`config.mk`:
```
export PLATFORM = sky130hd
export DESIGN_NAME = tx_pingpong_ctrl
export DESIGN_NICKNAME = d
export VERILOG_FILES = /design/src/rtl/tx_pingpong_ctrl.sv
export SDC_FILE = /design/constraint.sdc
export NUM_CORES = 1
export LEC_CHECK = 0
export CORE_UTILIZATION = 45
export CTS_CLUSTER_DIAMETER = 200
export DETAILED_ROUTE_END_ITERATION = 12
export PLACE_DENSITY = 0.75
export SKIP_LAST_GASP = 1
export SYNTH_ARGS = -nofsm -noshare
export SYNTH_HDL_FRONTEND = slang
export SYNTH_SLANG_ARGS = --single-unit
```
`constraint.sdc`:
```
create_clock -name clk -period 1.6 [get_ports clk]
set_clock_uncertainty 0.1 [all_clocks]
set_input_delay 0.32 -clock clk [delete_from_list [all_inputs] [get_ports clk]]
set_output_delay 0.32 -clock clk [all_outputs]
set_load 0.05 [all_outputs]
```
`src/rtl/tx_pingpong_ctrl.sv`:
```
// Two-bank ping-pong scheduler between the packet writer and the USB IN reader.
// Optional drain watchdog: define TX_WATCHDOG_EN.
module tx_pingpong_ctrl #(
  parameter int ADDR_NBIT = 8,
  parameter int TMO_NBIT  = 16
) (
  input  logic                 clk,
  input  logic                 rst_n,
  input  logic                 wr_req,
  output logic                 wr_gnt,
  output logic                 wr_bank,
  input  logic                 wr_eop,
  input  logic [ADDR_NBIT:0]   wr_len,
  output logic                 rd_sop,
  output logic                 rd_bank,
  output logic [ADDR_NBIT:0]   rd_len,
  input  logic                 rd_done,
  output logic [1:0]           bank_rdy,
  output logic                 busy,
  output logic                 err
);

  typedef enum logic [1:0] {ST_FREE, ST_FILLING, ST_READY, ST_DRAINING} bank_st_e;

  localparam logic [ADDR_NBIT:0] MAX_LEN = {1'b1, {ADDR_NBIT{1'b0}}};

  bank_st_e           st_q [2];
  bank_st_e           st_d [2];
  logic [ADDR_NBIT:0] len_q [2];
  logic               wp_q, rp_q, wp_d, rp_d;
  logic               wr_gnt_q, wr_bank_q, rd_sop_q, rd_bank_q, busy_q, err_q;
  logic [ADDR_NBIT:0] rd_len_q;
  logic [1:0]         bank_rdy_q, bank_rdy_d, busy_d;

  logic               filling_any, fill_bank, draining_any, len_over, fill_empty;
  logic [ADDR_NBIT:0] len_clamp;
  logic               do_grant, do_fill, do_drain, do_retire, do_tmo, err_set;

  assign filling_any  = (st_q[0] == ST_FILLING) || (st_q[1] == ST_FILLING);
  assign fill_bank    = (st_q[1] == ST_FILLING);
  assign draining_any = (st_q[0] == ST_DRAINING) || (st_q[1] == ST_DRAINING);
  assign len_over     = (wr_len > MAX_LEN);
  assign len_clamp    = len_over ? MAX_LEN : wr_len;
  assign fill_empty   = (len_clamp == '0);

  assign do_grant  = wr_req && !filling_any && (st_q[wp_q] == ST_FREE);
  assign do_fill   = wr_eop && filling_any;
  assign do_drain  = !draining_any && (st_q[rp_q] == ST_READY);
  assign do_retire = rd_done && draining_any;
  assign err_set   = (wr_eop && (!filling_any || len_over)) || (rd_done && !draining_any) || do_tmo;

`ifdef TX_WATCHDOG_EN
  // Fires on the edge where the count would reach 2^TMO_NBIT-1 DRAINING cycles.
  localparam logic [TMO_NBIT-1:0] TMO_LAST = {{(TMO_NBIT-1){1'b1}}, 1'b0};
  logic [TMO_NBIT-1:0] wdog_q;

  assign do_tmo = draining_any && !rd_done && (wdog_q == TMO_LAST);

  always_ff @(posedge clk or negedge rst_n) begin
    if (!rst_n) begin
      wdog_q <= '0;
    end else if (!draining_any || do_tmo) begin
      wdog_q <= '0;
    end else begin
      wdog_q <= wdog_q + TMO_NBIT'(1);
    end
  end
`else
  assign do_tmo = 1'b0;
`endif

  // An empty fill hands the bank back, so wp is restored and in-order draining holds.
  assign wp_d = wp_q ^ do_grant ^ (do_fill && fill_empty);
  assign rp_d = rp_q ^ (do_retire || do_tmo);

  always_comb begin
    st_d = st_q;
    if (do_grant)              st_d[wp_q]      = ST_FILLING;
    if (do_fill)               st_d[fill_bank] = fill_empty ? ST_FREE : ST_READY;
    if (do_drain)              st_d[rp_q]      = ST_DRAINING;
    if (do_retire || do_tmo)   st_d[rd_bank_q] = ST_FREE;
  end

  for (genvar gi = 0; gi < 2; gi++) begin : g_flags
    assign bank_rdy_d[gi] = (st_d[gi] == ST_READY) || (st_d[gi] == ST_DRAINING);
    assign busy_d[gi]     = (st_d[gi] != ST_FREE);
  end

  always_ff @(posedge clk or negedge rst_n) begin
    if (!rst_n) begin
      st_q       <= '{default: ST_FREE};
      len_q      <= '{default: '0};
      wp_q       <= 1'b0;
      rp_q       <= 1'b0;
      wr_gnt_q   <= 1'b0;
      wr_bank_q  <= 1'b0;
      rd_sop_q   <= 1'b0;
      rd_bank_q  <= 1'b0;
      rd_len_q   <= '0;
      bank_rdy_q <= 2'b00;
      busy_q     <= 1'b0;
      err_q      <= 1'b0;
    end else begin
      st_q       <= st_d;
      wp_q       <= wp_d;
      rp_q       <= rp_d;
      wr_gnt_q   <= do_grant;
      rd_sop_q   <= do_drain;
      bank_rdy_q <= bank_rdy_d;
      busy_q     <= |busy_d;
      if (do_grant) wr_bank_q <= wp_q;
      if (do_fill)  len_q[fill_bank] <= len_clamp;
      if (do_drain) begin
        rd_bank_q <= rp_q;
        rd_len_q  <= len_q[rp_q];
      end
      if (err_set)  err_q <= 1'b1;
    end
  end

  assign wr_gnt   = wr_gnt_q;
  assign wr_bank  = wr_bank_q;
  assign rd_sop   = rd_sop_q;
  assign rd_bank  = rd_bank_q;
  assign rd_len   = rd_len_q;
  assign bank_rdy = bank_rdy_q;
  assign busy     = busy_q;
  assign err      = err_q;

endmodule
```
==> run summary <==
The critical register-to-register path endpoint is busy$_DFF_PN0_. The total congestion overflow after global routing came out at 0. The run finished with clean final reports. The via count of the first global-routing pass is 1348.

The leading register cell type out of synthesis is dfrtp_1. The data arrival time of the critical path was 1.62 ns; the aggregate routed wire length was 4109 um. Including well taps, the total number of placed cells is 269. At the placement stage, the worst setup path has a slack of -0.3450 ns. For hold timing, the worst endpoint is len_q[2]$_DFFE_PN0P_.

The tools report the count of cell types in the netlist as 42. The worst path setup slack after routing was 0.06285 ns; the synthesized area was 0.001918 sq mm. The design internal power came out at 3589 uW.

The congestion estimate from routability-driven global placement came to 0.8411. The share of the clock period used by the worst path works out to 0.9607. Broken down by cell family, the worst path's largest delay share belongs to simple AND/OR/NAND/NOR gates. Share of the yosys chip area belonging to registers: 0.5349. The run gives 186 as the instance count of the mapped netlist. The finished layout holds 280 standard cells, fillers aside. The filler cell count is 288, and the count of input and output buffers is 30.

In this run the static leakage power is 0.001220 uW. Type of element capturing the critical path: a register. In this run, CTS created clock tree buffers numbering 5. The logs give 1.68 ns for the data required time of the worst path and 2886 um for the placed wire-length estimate after detailed placement. The worst register-to-register path has a setup slack of 0.09 ns.

The startpoint identified for the worst register-to-register timing path is st_q[1]$_DFF_PN0_. The critical path goes through clkdlybuf4s50_1, nor4_4, a31oi_2, nor4b_2, o22ai_1. The power per standard cell area is 2280 mW/mm^2, and the total power of the final layout is 6112 uW. The combined buffer and inverter count along the critical path was 1. STA classifies the critical path startpoint as an input pin.

For this block, the initial DRC count from the detailed router was 126. The number of antenna diodes in the final layout is 0. The fmax is 650.6 MHz, and the initial cell density of the core is 0.4727. Setup violations remaining at the end of the flow were counted as 0. Per-cell routed wire length: 14.68 um. The share of the synthesized area in the top cell type came out at 0.5349. The standard cell with the maximum stage delay on the critical path is clkdlybuf4s50_1. On the worst path, the slowest cell contributes a delay of 0.47 ns. The total I/O pin count is 31, and the layout cell share with drive strength beyond 1 is 0.2522. The detailed-route DRC error count was 0.

After clock tree synthesis, the clock-pin slew on the worst setup and hold paths is 0.08 ns. The worst vdd rail ir drop is 1.063 mV. The tools report the power share of the clock group as 0.165. Clock latency on the worst-skew pair, taken at its later pin, is 0.30 ns.

The clock passes through at most 2 buffers. Yosys mapped a number of flops with a built-in enable equal to 0. The switching share of total power works out to 0.4127. The remaining max-slew budget at the tightest pin came out at 0.7793.

TritonCTS built the clock tree. The combinational cell fraction of total power is 0.516, and the time the worst path needs with I/O delays and setup is 1.537 ns. The actual transition at the worst max-transition pin was 0.3286 ns; the synthesis-stage register bit count was 41. For this design the total switching power over the nets is 2523 uW. Entering global routing, the biggest net connects 42 pins. The most instantiated library cell after synthesis is dfrtp_1. Along the worst hold path, the cell count comes to 3.

The floorplan step defined a die boundary enclosing 0.004527 sq mm. The tightest min-delay check is of the input pin to register type. The power share of the sequential group came out at 0.319. For this block, the via count after detailed routing is 1460. CTS placed an instance of clkbuf_8 at the clock tree root. Sorting the synthesized cells by how often they occur yields dfrtp_1 (41), nand2_1 (36), o21ai_0 (19). Dividing the detail-routed via count by the number of cells gives 5.214. Clock tree synthesis found a total of 41 sinks. The tool flagged a number of max-cap violations equal to 0.

The number of nets in the layout came out at 243. The number of warnings reported in the yosys synthesis log was 0. The H-tree was split into 2 levels. The highest net fanout along the worst path is 4, and the first-pass GRT wire length is 6665 um. The footprint of the multi-input gates is 829.5 sq um, and the row count is 23. The number of slew-limit violations in the final report is 0. The overall die width works out to 67.29 um. Yosys attributes the largest share of cell area to dfrtp_1 (53%), nand2_1 (7.0%), mux2i_1 (5.2%), o21ai_0 (5.0%), a21oi_1 (3.4%).

Counting every net in the synthesized netlist gives 200. Before antenna repair, the detailed router went through 4 iterations. The tools report the critical hold path startpoint as wr_len[2].

The post-layout utilization of the core is 0.6605. The average instance in the mapped netlist occupies 10.31 sq um. For the initial antenna violation count, the log shows 0.

The total area inside the core boundary comes to 0.004058 sq mm. The tools report the count of final hold-check violations as 0. The critical setup path kind is input pin to register. The height of the chip came out at 67.29 um. The cell taking the most area after synthesis was dfrtp_1. The run gives 0 as the number of nets with antenna violations after routing.

The share of flip-flops with an asynchronous set or reset was 1.000. Overall fraction of global-route tracks in use: 0.2035. In the final layout, flip-flops and latches occupy 0.001027 sq mm.

The path depth of the worst reg2reg path came out at 4. Area growth from synthesis to final layout: 39.73%.
## layout by cell type, fill, tap and decap left out, drive strengths merged, types with 2 or more instances in the layout
| master | n |
|---|---|
| o21ai | 21 |
| clkdlybuf4s50 | 6 |
| nor2 | 17 |
| a21boi | 2 |
| a21oi | 13 |
| dlymetal6s2s | 5 |
| nand2 | 36 |
| inv | 4 |
| bufinv | 2 |
| dfrtp | 41 |
| a31oi | 2 |
| clkbuf | 5 |
| o21a | 2 |
| nor2b | 2 |
| nand2b | 2 |
| nand3 | 3 |
| buf | 33 |
| nor4 | 3 |
| nor3b | 2 |
| mux2i | 10 |
| nor4b | 2 |
## worst max-delay path by stage
stage,depth (start not counted),slack [ns],from,endpoint
after CTS,5,0.01,wr_len[0],busy$_DFF_PN0_
final,5,0.06,wr_len[0],busy$_DFF_PN0_
after global routing,6,-0.003,wr_len[4],busy$_DFF_PN0_
after floorplan,3,0.22,rd_bank$_DFFE_PN0P_,busy$_DFF_PN0_
after global placement,5,-0.31,wr_len[4],bank_rdy[0]$_DFF_PN0_
after detailed placement,5,-0.35,wr_len[4],busy$_DFF_PN0_
## routing by layer
layer  up-vias  global-route usage  routed length [um]
li1        732                   -                   -
met1       687              0.2987                2026
met2        37              0.2925                1892
met3         4             0.05068                 140
met4         0             0.06383                  49
met5         -                   0                   0
## flip-flops by register name, summed over array words and instances, names as in the netlist
register  count
len_q        18
rd_len        9
st_q          4
bank_rdy      2
busy          1
err           1
rd_bank       1
rd_sop        1
rp_q          1
wp_q          1
wr_bank       1
wr_gnt        1
## layout make-up
| cell class | count | area share |
|---|---|---|
| Inverter | 3 | 0.004202 |
| Timing Repair Buffer | 46 | 0.2283 |
| Clock buffer | 5 | 0.02568 |
| Clock inverter | 3 | 0.02568 |
| Multi-Input combinational cell | 132 | 0.3095 |
| Tap cell | 50 | 0.02334 |
| Sequential cell | 41 | 0.3833 |
## metrics by stage
step | hold WS [ns] | TNS (ns) | area (sq um)
final | 0.2798 | 0 | 2680
after global routing | 0.2922 | -0.003152 | 2680
after CTS | 0.3814 | 0 | 2648
after detailed placement | 0.2056 | -2.253 | 2480
after global placement | 0.2063 | -1.840 | 2480
after floorplan | -0.07559 | 0 | 1918
## logic make-up (layout without fill, tap and decap cells)
kind of cell | Yosys count | in the layout | share of synthesized area
AO/OA/AOI/OAI | 48 | 48 | 0.1468
XOR/XNOR | 1 | 1 | 0.004567
buffers and inverters | 13 | 57 | 0.04565
flip-flops | 41 | 41 | 0.5349
multiplexers | 10 | 10 | 0.05219
AND/OR/NAND/NOR | 73 | 73 | 0.2159
## repair_timing
action	in CTS	in global routing
endpoints found under the setup margin	3	9
pin swaps	2	3
setup buffers	1	1
endpoints found under the hold margin	41	0
gates resized for setup	3	9
hold buffers	1	0
## tightest hold or removal path: cells and delay by family
kind                   cells  cell delay [ns]
buffers and inverters      1             0.17
and+or+nand+nor            1             0.09
AOI/OAI and AO/OA          1             0.07
## power groups by stage
stage / sequential [uW] / combinational [uW] / clock [uW]
global route: 2000 / 3400 / 1060
detailed placement: 1950 / 3120 / 0
global placement: 1930 / 3060 / 0
CTS: 1930 / 3140 / 1030
finish: 1950 / 3150 / 1010
floorplan: 2410 / 1380 / 0
(Power assumes the default switching activity.)
